==> src/rtl/result_reader_pkg.sv <==
// Types and constants shared by the detection result reader and the result writer.
package result_reader_pkg;

    typedef enum logic [1:0] {
        FETCH   = 2'd0,
        CAPTURE = 2'd1,
        SCAN    = 2'd2
    } state_t;

    localparam logic [1:0] WORD_X    = 2'd0;
    localparam logic [1:0] WORD_Y    = 2'd1;
    localparam logic [1:0] WORD_CAND = 2'd2;
    localparam int         NUM_VARIABLE = 3;

    localparam int DEF_DATA_WIDTH_12 = 12;
    localparam int DEF_NUM_RESIZE    = 5;
    localparam int DEF_SCALE_WIDTH   = 3;
    localparam int DEF_DATA_WIDTH_16 = 16;

endpackage

==> src/rtl/result_reader_counter.sv <==
// Plain enable counter; callers add any saturation guard on the enable.
module result_reader_counter #(
    parameter int WIDTH = 16
) (
    input  logic             clk,
    input  logic             reset,
    input  logic             en,
    output logic [WIDTH-1:0] count
);

    always_ff @(posedge clk) begin
        if (reset) begin
            count <= '0;
        end else if (en) begin
            count <= count + 1'b1;
        end
    end

endmodule

==> src/rtl/result_reader.sv <==
// Drains three-word detection records from the result FIFO and expands each
// candidate bitmask into one valid/ready event per set bit, lowest scale first.
module result_reader
    import result_reader_pkg::*;
#(
    parameter int DATA_WIDTH_12 = DEF_DATA_WIDTH_12,
    parameter int NUM_RESIZE    = DEF_NUM_RESIZE,
    parameter int SCALE_WIDTH   = DEF_SCALE_WIDTH,
    parameter int DATA_WIDTH_16 = DEF_DATA_WIDTH_16
) (
    input  logic                     clk,
    input  logic                     reset,
    input  logic [DATA_WIDTH_12-1:0] fifo_data,
    input  logic                     fifo_empty,
    output logic                     o_read_result,
    output logic                     o_valid,
    input  logic                     i_ready,
    output logic [DATA_WIDTH_12-1:0] o_x,
    output logic [DATA_WIDTH_12-1:0] o_y,
    output logic [SCALE_WIDTH-1:0]   o_scale,
    output logic [DATA_WIDTH_16-1:0] o_record_count,
    output logic                     o_busy
);

    localparam logic [1:0] WORD_LAST = 2'(NUM_VARIABLE - 1);

    state_t                   state;
    logic [1:0]               w;
    logic [SCALE_WIDTH-1:0]   k;
    logic [DATA_WIDTH_12-1:0] x_reg;
    logic [DATA_WIDTH_12-1:0] y_reg;
    logic [NUM_RESIZE-1:0]    cand_reg;
    logic [DATA_WIDTH_16-1:0] record_count;

    logic last_word;
    logic last_scale;
    logic cur_bit;
    logic advance;
    logic count_en;

    assign last_word  = (w == WORD_LAST);
    assign last_scale = (k == SCALE_WIDTH'(NUM_RESIZE - 1));
    assign cur_bit    = cand_reg[k];

    // Reset gates the read so no FIFO word is popped and then thrown away.
    assign o_read_result = !reset && (state == FETCH) && !fifo_empty;
    assign o_valid       = (state == SCAN) && cur_bit;
    assign advance       = (state == SCAN) && (!cur_bit || i_ready);
    assign count_en      = (state == CAPTURE) && last_word && (record_count != '1);

    assign o_x            = x_reg;
    assign o_y            = y_reg;
    assign o_scale        = k;
    assign o_record_count = record_count;
    assign o_busy         = !((state == FETCH) && (w == WORD_X));

    always_ff @(posedge clk) begin
        if (reset) begin
            state    <= FETCH;
            w        <= WORD_X;
            k        <= '0;
            x_reg    <= '0;
            y_reg    <= '0;
            cand_reg <= '0;
        end else begin
            case (state)
                FETCH: begin
                    if (o_read_result) begin
                        state <= CAPTURE;
                    end
                end
                CAPTURE: begin
                    case (w)
                        WORD_X:  x_reg    <= fifo_data;
                        WORD_Y:  y_reg    <= fifo_data;
                        default: cand_reg <= fifo_data[NUM_RESIZE-1:0];
                    endcase
                    if (last_word) begin
                        w     <= WORD_X;
                        k     <= '0;
                        state <= SCAN;
                    end else begin
                        w     <= w + 2'd1;
                        state <= FETCH;
                    end
                end
                SCAN: begin
                    if (advance) begin
                        if (last_scale) begin
                            k     <= '0;
                            state <= FETCH;
                        end else begin
                            k <= k + 1'b1;
                        end
                    end
                end
                default: state <= FETCH;
            endcase
        end
    end

    result_reader_counter #(
        .WIDTH (DATA_WIDTH_16)
    ) u_record_counter (
        .clk   (clk),
        .reset (reset),
        .en    (count_en),
        .count (record_count)
    );

endmodule

==> config.mk <==
export PLATFORM = sky130hd
export DESIGN_NAME = result_reader
export DESIGN_NICKNAME = d
export VERILOG_FILES = /design/src/rtl/result_reader_pkg.sv /design/src/rtl/result_reader_counter.sv /design/src/rtl/result_reader.sv
export SDC_FILE = /design/constraint.sdc
export NUM_CORES = 1
export LEC_CHECK = 0
export ABC_AREA = 1
export CAP_MARGIN = 20
export CORE_MARGIN = 4
export CORE_UTILIZATION = 50
export CTS_BUF_LIST = sky130_fd_sc_hd__clkbuf_8
export CTS_CLUSTER_DIAMETER = 150
export DETAILED_ROUTE_END_ITERATION = 6
export PLACE_DENSITY_LB_ADDON = 0.3
export REMOVE_ABC_BUFFERS = 1
export SLEW_MARGIN = 10
export SYNTH_ARGS = -nofsm -noshare
export SYNTH_HDL_FRONTEND = slang
export SYNTH_SLANG_ARGS = --single-unit
==> constraint.sdc <==
create_clock -name clk -period 2.2 [get_ports clk]
set_clock_uncertainty 0.05 [all_clocks]
set_input_delay 0.33 -clock clk [delete_from_list [all_inputs] [get_ports clk]]
set_output_delay 0.33 -clock clk [all_outputs]
set_load 0.01 [all_outputs]
==> run summary <==
The flow ran to the end, and the final reports show no timing, DRC or antenna violations. Among all cell types in the netlist, the one instantiated most often is sky130_fd_sc_hd__nor2_1. Ranked by instance count, the synthesized netlist is headed by sky130_fd_sc_hd__nor2_1 (69), sky130_fd_sc_hd__nand2_1 (56), sky130_fd_sc_hd__dfxtp_1 (52).

The instance count of the mapped netlist came out at 324. The power spent charging and discharging nets is 440 uW. The endpoint of the worst setup timing path is o_read_result. Per report_power, the sequential group accounts for 56.6% of the total. In the synthesized netlist the dominant register cell turns out to be sky130_fd_sc_hd__dfxtp_1. The endpoint of the worst register-to-register path is u_record_counter.count[0]. By startpoint and endpoint, the worst setup path is classified as in2out. The effective utilization at floorplan came out at 52.6%.

The total non-filler cell area in the finished layout came out at 3080 um^2. After global routing the overflow that remains totals 0. In this run the remaining antenna-violating nets after routing total 0.

Along the worst path, the maximum fanout reaches 2. The net switching fraction of the power came out at 25.3%. The flip-flop count of the largest register, all copies and words added is 16. The area after detailed placement came out at 2980 um^2. The max-slew headroom at the worst pin is 73.1%. The floorplan step set the die width to 76.1 um. The areal power density over the cells came out at 563 nW/um^2. The via total after detailed routing came out at 2249. The clock transition time at the flip-flop clock pins of the worst setup and hold paths is 90 ps. Max-cap violations in this run came to 0.

u_record_counter.count holds more flip-flops than any other register. The number of top-level pins is 62. The number of buffers added to fix hold violations after cts is 0. The leakage power summed over all cells came out at 0.00119 uW. The critical path endpoint category is an output port. Setup repair after global routing left no endpoint under its margin. After synthesis, flip-flops and latches occupy 44.9% of the total area. The count of H-tree levels built during CTS is 2. The total clock buffers created by CTS is 5.

The number of buffers inserted by post-CTS setup repair is 0. The required time of the critical path is 1820 ps. The clock insertion delay at the later pin of the skew report came out at 310 ps. The first TritonRoute pass finished after 4 iterations. The internal power component came out at 1300 uW. The number of endpoints failing setup at the final stage is 0. The final estimated routing congestion in global placement is 0.879. The post-route setup TNS came out at 0 ps. The share of final-layout standard cells stronger than drive strength 1 came out at 5.93%.

Derived from the worst setup path, the maximum achievable clock frequency is 491 MHz. The mean area per synthesized cell is 7.16 um^2. Across the VDD grid, the largest voltage drop is 0.393 mV. The final count of pins violating max slew is 0. The chip height is 76.1 um. The number of antenna violations at the first check in global routing is 0. For the finished layout, the period the worst path requires is 2040 ps. For this run, design rule violations remaining after detail routing come to 0. The nature of the critical path startpoint is a primary input. After synthesis, the cell types taking the most area are sky130_fd_sc_hd__dfxtp_1 (45%), sky130_fd_sc_hd__nor2_1 (11%), sky130_fd_sc_hd__nand2_1 (9.1%).

The largest total area in the synthesized netlist belongs to sky130_fd_sc_hd__dfxtp_1. The setup slack of the most critical reg-to-reg path is 260 ps. The share of synthesized area in the top cell type comes to 44.9%. The wire length reported by the detailed router came out at 5.62 mm. The routed via count divided by cell count came out at 5.11. The cell area after synthesis came out at 2320 um^2. The repair_antennas step left the layout with diodes totalling 0.

The combined global-route utilization of all metal layers is 19.9%. Entering global routing, the biggest net connects 24 pins. After synthesis the netlist holds a flip-flop and latch count of 52. No sink is reached through more buffers than the 2 on the longest clock path.

The share of total power in the clock network came out at 32.8%. The global-route wire length before repair came out at 9.83 mm. The layout-stage area growth over the synthesis result is 32.8%. The net total in the final layout came out at 406.

The estimated wirelength of the detail-placed design came out at 4.08 mm. The startpoint of the most critical register-to-register path is u_record_counter.count[0]. The tightest hold margin is 412 ps.

The final hold violation count is 0. Clock tree synthesis selected as its root buffer the cell sky130_fd_sc_hd__clkbuf_8. The warning count from the yosys run came out at 0. The number of global-route vias before repair is 2259. The number of different library cells in the post-synthesis netlist is 26.

The worst path arrival time came out at 1660 ps. The count of routing violations after the opening detailed-route iteration is 167. TritonCTS built the clock tree.

The region available for standard cell placement spans 4410 um^2. The placement row count came out at 24. The completed layout was analyzed and its total power is 1740 uW. The count of input and output buffers came out at 61. The full die area came out at 5790 um^2. The path category of the worst min-delay check is reg2reg. Counting flops with an async set or reset pin after synthesis yields a share of 0%.

The clock drives 52 sinks. The final period utilization is 92.6%. The worst setup path startpoint is reset. The combinational fraction of design power came out at 10.5%. The slew at the pin with the worst max-slew slack came out at 403 ps. The post-detailed-route wirelength per cell is 12.8 um. The number of cells on the worst reg-to-reg path came out at 8. Counting flops with a built-in enable in the synthesized netlist gives 0.
[layout make-up]
class,count,area [um^2]
clock inverters,3,26.3
fillers,392,1330
clock buffers,5,68.8
flip-flops and latches,52,1040
inverters,30,113
multi-input cells,231,1110
well taps,52,65.1
repair buffers,67,658
[cells by family after synthesis]
family,share of synthesized area [%]
simple gates,30.4
fa+ha+maj,1.62
flops,44.9
xor+xnor,3.40
compound gates,12.4
buf+inv,7.33
[critical path: stages]
cell	delay, ps
sky130_fd_sc_hd__clkdlybuf4s50_1	490
sky130_fd_sc_hd__nor4_1	250
sky130_fd_sc_hd__clkdlybuf4s50_1	590
[power by group through the flow]
stage               combinational, uW  clock, uW  sequential [uW]
global route                      201        616              987
detailed placement                183          0             1010
global placement                  181          0             1000
floorplan                        59.0          0             1020
CTS                               184        587              984
finish                            183        570              984
[routing by layer]
| metal | part of all wire (%) | global-route usage, % | vias up |
|---|---|---|---|
| li1 | - | - | 1164 |
| met1 | 43 | 23.3 | 1019 |
| met2 | 50 | 35.4 | 56 |
| met3 | 4.8 | 4.61 | 10 |
| met4 | 1.6 | 6.47 | 0 |
| met5 | 0 | 0 | - |
[cells in the final DEF, fill, tap and decap left out, types with 5 or more instances in the layout]
master / count
sky130_fd_sc_hd__a21oi_1: 21
sky130_fd_sc_hd__buf_4: 6
sky130_fd_sc_hd__clkbuf_8: 5
sky130_fd_sc_hd__clkdlybuf4s50_1: 60
sky130_fd_sc_hd__dfxtp_1: 51
sky130_fd_sc_hd__inv_1: 29
sky130_fd_sc_hd__nand2_1: 56
sky130_fd_sc_hd__nand3_1: 14
sky130_fd_sc_hd__nor2_1: 69
sky130_fd_sc_hd__nor3_1: 7
sky130_fd_sc_hd__o21ai_0: 35
sky130_fd_sc_hd__xor2_1: 5
[repair_timing]
action                     4_1_cts  5_1_grt
setup endpoints to repair        1        1
resized for setup                1        1
pin swaps                        0        0
[metrics by stage]
stage | util (%) | setup slack (ps) | cells
floorplan | - | 479 | 313
global placement | 67.6 | 165 | 432
detailed placement | 67.6 | 166 | 432
CTS | 69.8 | 56.0 | 440
global route | 69.8 | 52.4 | 440
finish | 69.8 | 163 | 440
[how the worst min path moves through the flow]
stage	start	endpoint	slack (ps)	depth (start not counted)
after detailed placement	cand_reg[1]	cand_reg[1]	390	2
after floorplan	reset	o_scale[1]	350	1
after global placement	cand_reg[3]	cand_reg[3]	390	2
final	cand_reg[1]	cand_reg[1]	410	2
after CTS	cand_reg[1]	cand_reg[1]	410	2
after global routing	state[1]	state[0]	450	1
Power figures use the tool's default switching activity.
==> edit 1 (same settings) <==
The package constant `DEF_NUM_RESIZE` goes from 5 to 10.
--- a/src/rtl/result_reader_pkg.sv
+++ b/src/rtl/result_reader_pkg.sv
@@ -15,3 +15,3 @@
     localparam int DEF_DATA_WIDTH_12 = 12;
-    localparam int DEF_NUM_RESIZE    = 5;
+    localparam int DEF_NUM_RESIZE    = 10;
     localparam int DEF_SCALE_WIDTH   = 3;
Behaviour: not the same (a bounded check fails within 10 cycles, from zero or initial values and one cycle with reset high).
==> edit 1 against the unedited design <==
- design area up 4.1%
- total power up 3.8%
- non-clock buffer count down 1
- worst setup slack better by 0.069 ns
- sequential cell count up 3
- synthesized area up 5.1%
- wire length down 0.44%
==> edit 1: results (changes against the unedited design) <==
\begin{tabular}{lr}
\hline
Metric & Value \\
\hline
\multicolumn{2}{l}{\textbf{Status}} \\
Outcome & completed (unchanged) \\
\multicolumn{2}{l}{\textbf{Global routing}} \\
GRT Overall Usage & 19.33\% (was 19.88\%) \\
Largest net degree at the start of global routing & 40 (was 24) \\
Global-route wire length before repair & 9694 µm (was 9825 µm) \\
\multicolumn{2}{l}{\textbf{Drt}} \\
Number of detailed-routing iterations run before antenna repair & 5 (was 4) \\
Routed vias/inst & 4.909 (was 5.111) \\
Detailed Route Iter0 Violations & 69 (was 167) \\
\multicolumn{2}{l}{\textbf{STA}} \\
Tightest hold margin & 0.4047 ns (was 0.4119 ns) \\
Slew of the pin with the lowest slew margin & 0.4277 ns (was 0.4028 ns) \\
\multicolumn{2}{l}{\textbf{Place}} \\
Total placed instance area & 3103 µm² (was 2983 µm²) \\
Post-Place Cells & 466 (was 432) \\
Sum of net half-perimeters after detailed placement & 4102 µm (was 4077 µm) \\
\multicolumn{2}{l}{\textbf{Power}} \\
Leakage power of the design & 1.256 nW (was 1.186 nW) \\
Worst-case vdd ir drop & 0.4105 mV (was 0.3930 mV) \\
Power spent charging and discharging nets & 404.4 µW (was 439.9 µW) \\
Total power density per cell area & 562.3 nW/µm² (was 563.4 nW/µm²) \\
Flip-flop and latch power & 1.04 mW (was 984 µW) \\
\multicolumn{2}{l}{\textbf{Synthesis}} \\
Synth top area cells & dfxtp\_1 45\%, nor2\_1 12\%, nand2\_1 9.4\% (was dfxtp\_1 45\%, nor2\_1 11\%, nand2\_1 9.1\%) \\
Share of the yosys chip area belonging to registers & 45.15\% (was 44.88\%) \\
Adder and majority gate portion of the synthesized area & 0.5131\% (was 1.618\%) \\
Number of distinct library cells after synthesis & 29 (was 26) \\
Post-synthesis compound-gate area fraction & 12.31\% (was 12.41\%) \\
\multicolumn{2}{l}{\textbf{Cells and area}} \\
Number of nets in the finished design & 423 (was 406) \\
Number of inserted filler cells in the final layout & 415 (was 392) \\
Fraction of layout cells with a size suffix above 1 & 6.634\% (was 5.928\%) \\
\multicolumn{2}{l}{\textbf{Setup path}} \\
R2r worst-path depth & 10 (was 8) \\
\multicolumn{2}{l}{\textbf{Worst hold path}} \\
Hold path start & cand\_reg[5] (was cand\_reg[1]) \\
\multicolumn{2}{l}{\textbf{Clock network}} \\
Clock latency of the later-clocked register in the worst-skew pair & 0.29 ns (was 0.31 ns) \\
\hline
\end{tabular}
[edit 1: cell families (layout without fill, tap and decap cells)]
family                   Yosys count  count (layout)
AO/OA/AOI/OAI                     59              59
AND/OR/NAND/NOR                  181             181
flip-flops                        55              55
buffers and inverters             46             107
adder cells (fa/ha/maj)            1               1
XOR/XNOR                           4               4
[edit 1: final cells by class]
cell class / instances / area (µm²) / share of cell area [%]
multi-input combinational: 245 / 1144 / 35.66
sequential: 55 / 1102 / 34.37
timing repair buffer: 66 / 650.6 / 20.29
inverter: 33 / 126.4 / 3.941
clock buffer: 7 / 96.34 / 3.004
tap: 67 / 83.83 / 2.614
clock inverter: 1 / 3.754 / 0.1171
[edit 1: timing repair]
item / in CTS / in global routing
cloned: 0 / 0
setup buffers: 0 / 0
resized for setup: 1 / 2
setup endpoints to repair: 1 / 1
[edit 1: worst max path at each step]
stage | slack (ns) | cells past startpoint | to | startpoint
global placement | 0.25 | 3 | o_read_result | reset
finish | 0.23 | 3 | o_read_result | reset
floorplan | 0.58 | 10 | u_record_counter.count[10] | u_record_counter.count[0]
detailed placement | 0.23 | 3 | o_read_result | reset
global route | 0.15 | 3 | o_read_result | reset
CTS | 0.009 | 7 | o_valid | o_scale[0]
[edit 1: layer usage]
layer	GRT usage, %	routed length (µm)	share of wire, %	up-vias
li1	-	-	-	1227
met1	21.32	2363	42	1051
met2	35.87	2895	52	45
met3	4.756	291	5.2	4
met4	6.228	46	0.82	0
met5	0	0	0	-
[edit 1: worst register-to-register path: stages (launching register included)]
cell and delay (ns):
dfxtp_1 0.41, ha_1 0.22, nand3_1 0.17, nor3_4 0.22, nand3_2 0.14, nand2_4 0.18, inv_4 0.12, nand2_1 0.10
nand2_1 0.06, nand2_1 0.05, nor2_1 0.04
==> edit 2 (same flow settings) <==
Without the edit above. Encoding of `state_t`: now one-hot (3 bits for 3 states).
--- a/src/rtl/result_reader_pkg.sv
+++ b/src/rtl/result_reader_pkg.sv
@@ -3,6 +3,6 @@
 
-    typedef enum logic [1:0] {
-        FETCH   = 2'd0,
-        CAPTURE = 2'd1,
-        SCAN    = 2'd2
+    typedef enum logic [2:0] {
+        FETCH   = 3'b001,
+        CAPTURE = 3'b010,
+        SCAN    = 3'b100
     } state_t;
Function: no difference found for any inputs over 10 cycles, from zero or initial values and one cycle with reset high; not proved beyond that.
==> edit 2 against the unedited design <==
- design area increased by 3.7%
- global-route usage shrank 0.15 points
- synthesized area grew 3.7%
- worst setup slack better by 0.20 ns
- fmax up 11%
- total power up 4.2%
- first-iteration DRC count down 41%
- core utilization increased by 1.1 points
- sequential cell count grew 1
- wire length grew 3.6%
- largest power group unchanged
- highest routed layer unchanged
==> edit 2: results (changes against the unedited design) <==
\begin{tabular}{lr}
\hline
Metric & Value \\
\hline
\multicolumn{2}{l}{\textbf{Status}} \\
Outcome & completed (unchanged) \\
\multicolumn{2}{l}{\textbf{Place}} \\
Placement-stage worst setup slack & 0.1460 ns (was 0.1658 ns) \\
Sum of net half-perimeters after detailed placement & 4133 µm (was 4077 µm) \\
Post-Place Cells & 448 (was 432) \\
Total placed instance area & 3065 µm² (was 2983 µm²) \\
\multicolumn{2}{l}{\textbf{Cells and area}} \\
Count of non-filler cells in the finished layout & 456 (was 440) \\
Number of nets in the finished design & 422 (was 406) \\
Fraction of layout cells with a size suffix above 1 & 5.941\% (was 5.928\%) \\
Number of inserted filler cells in the final layout & 399 (was 392) \\
\multicolumn{2}{l}{\textbf{Global routing}} \\
Largest net degree at the start of global routing & 31 (was 24) \\
Met3 routing resource usage after global routing & 4.977\% (was 4.610\%) \\
Global-route wire length before repair & 9735 µm (was 9825 µm) \\
Vias in the first global route & 2255 (was 2259) \\
GRT Overall Usage & 19.73\% (was 19.88\%) \\
Met1 track demand over resource in global routing & 21.80\% (was 23.33\%) \\
\multicolumn{2}{l}{\textbf{Setup path}} \\
CP Max Fanout & 3 (was 2) \\
\multicolumn{2}{l}{\textbf{Drt}} \\
Routed wire length & 5823 µm (was 5622 µm) \\
Routed vias/inst & 5.103 (was 5.111) \\
Detailed Route Iter0 Violations & 99 (was 167) \\
\multicolumn{2}{l}{\textbf{Synthesis}} \\
Synth top area cells & dfxtp\_1 44\%, nor2\_1 10\%, nand2\_1 9.0\% (was dfxtp\_1 45\%, nor2\_1 11\%, nand2\_1 9.1\%) \\
Share of the yosys chip area belonging to registers & 44.10\% (was 44.88\%) \\
Per-instance average area after synthesis & 7.035 µm² (was 7.160 µm²) \\
\multicolumn{2}{l}{\textbf{STA}} \\
Slew of the pin with the lowest slew margin & 0.4122 ns (was 0.4028 ns) \\
\multicolumn{2}{l}{\textbf{Power}} \\
Worst-case vdd ir drop & 0.4373 mV (was 0.3930 mV) \\
Leakage power of the design & 1.298 nW (was 1.186 nW) \\
\hline
\end{tabular}
-- edit 2: timing repair --
item / in CTS / in global routing
resized for setup: 2 / 3
endpoints found under the setup margin: 2 / 2
setup buffers: 0 / 0
-- edit 2: final cells by class --
class                   count  area [µm²]  share of cell area [%]
multi-input cells         238        1139                   35.63
flip-flops and latches     53        1065                   33.32
repair buffers             65       658.1                   20.60
inverters                  40       152.6                   4.777
clock buffers               6       82.58                   2.584
well taps                  52       65.06                   2.036
clock inverters             2       33.78                   1.057
-- edit 2: final timing paths --
kind / start / to / slack (ns)
worst min-delay path: cand_reg[1] / cand_reg[1] / 0.42
worst min register to register: cand_reg[1] / cand_reg[1] / 0.42
worst max-delay path: state[0] / o_busy / 0.36
worst max register to register: u_record_counter.count[0] / u_record_counter.count[0] / 0.44
-- edit 2: power breakdown --
part	switching [mW]	total, mW	internal [mW]
Clock	0.313	0.680	0.367
Combinational	0.0749	0.150	0.0750
Sequential	0.00757	0.980	0.972
-- edit 2: tightest hold or removal path, delay by kind of cell (launching register included) --
family                 cells  cell delay, ns
AOI/OAI and AO/OA          1            0.06
buffers and inverters      1            0.06
DFF                        1            0.31
-- edit 2: cell families after synthesis --
| logic type | synth area share (%) |
|---|---|
| compound gates | 12.48 |
| xor+xnor | 2.548 |
| fa+ha+maj | 1.560 |
| buf+inv | 8.789 |
| flops | 44.10 |
| simple gates | 30.53 |
-- edit 2: per-layer routing --
metal | share of wire, % | vias up
met5 | 0 | -
met4 | 1.1 | 0
met3 | 5.2 | 5
met2 | 52 | 63
met1 | 42 | 1055
li1 | - | 1204
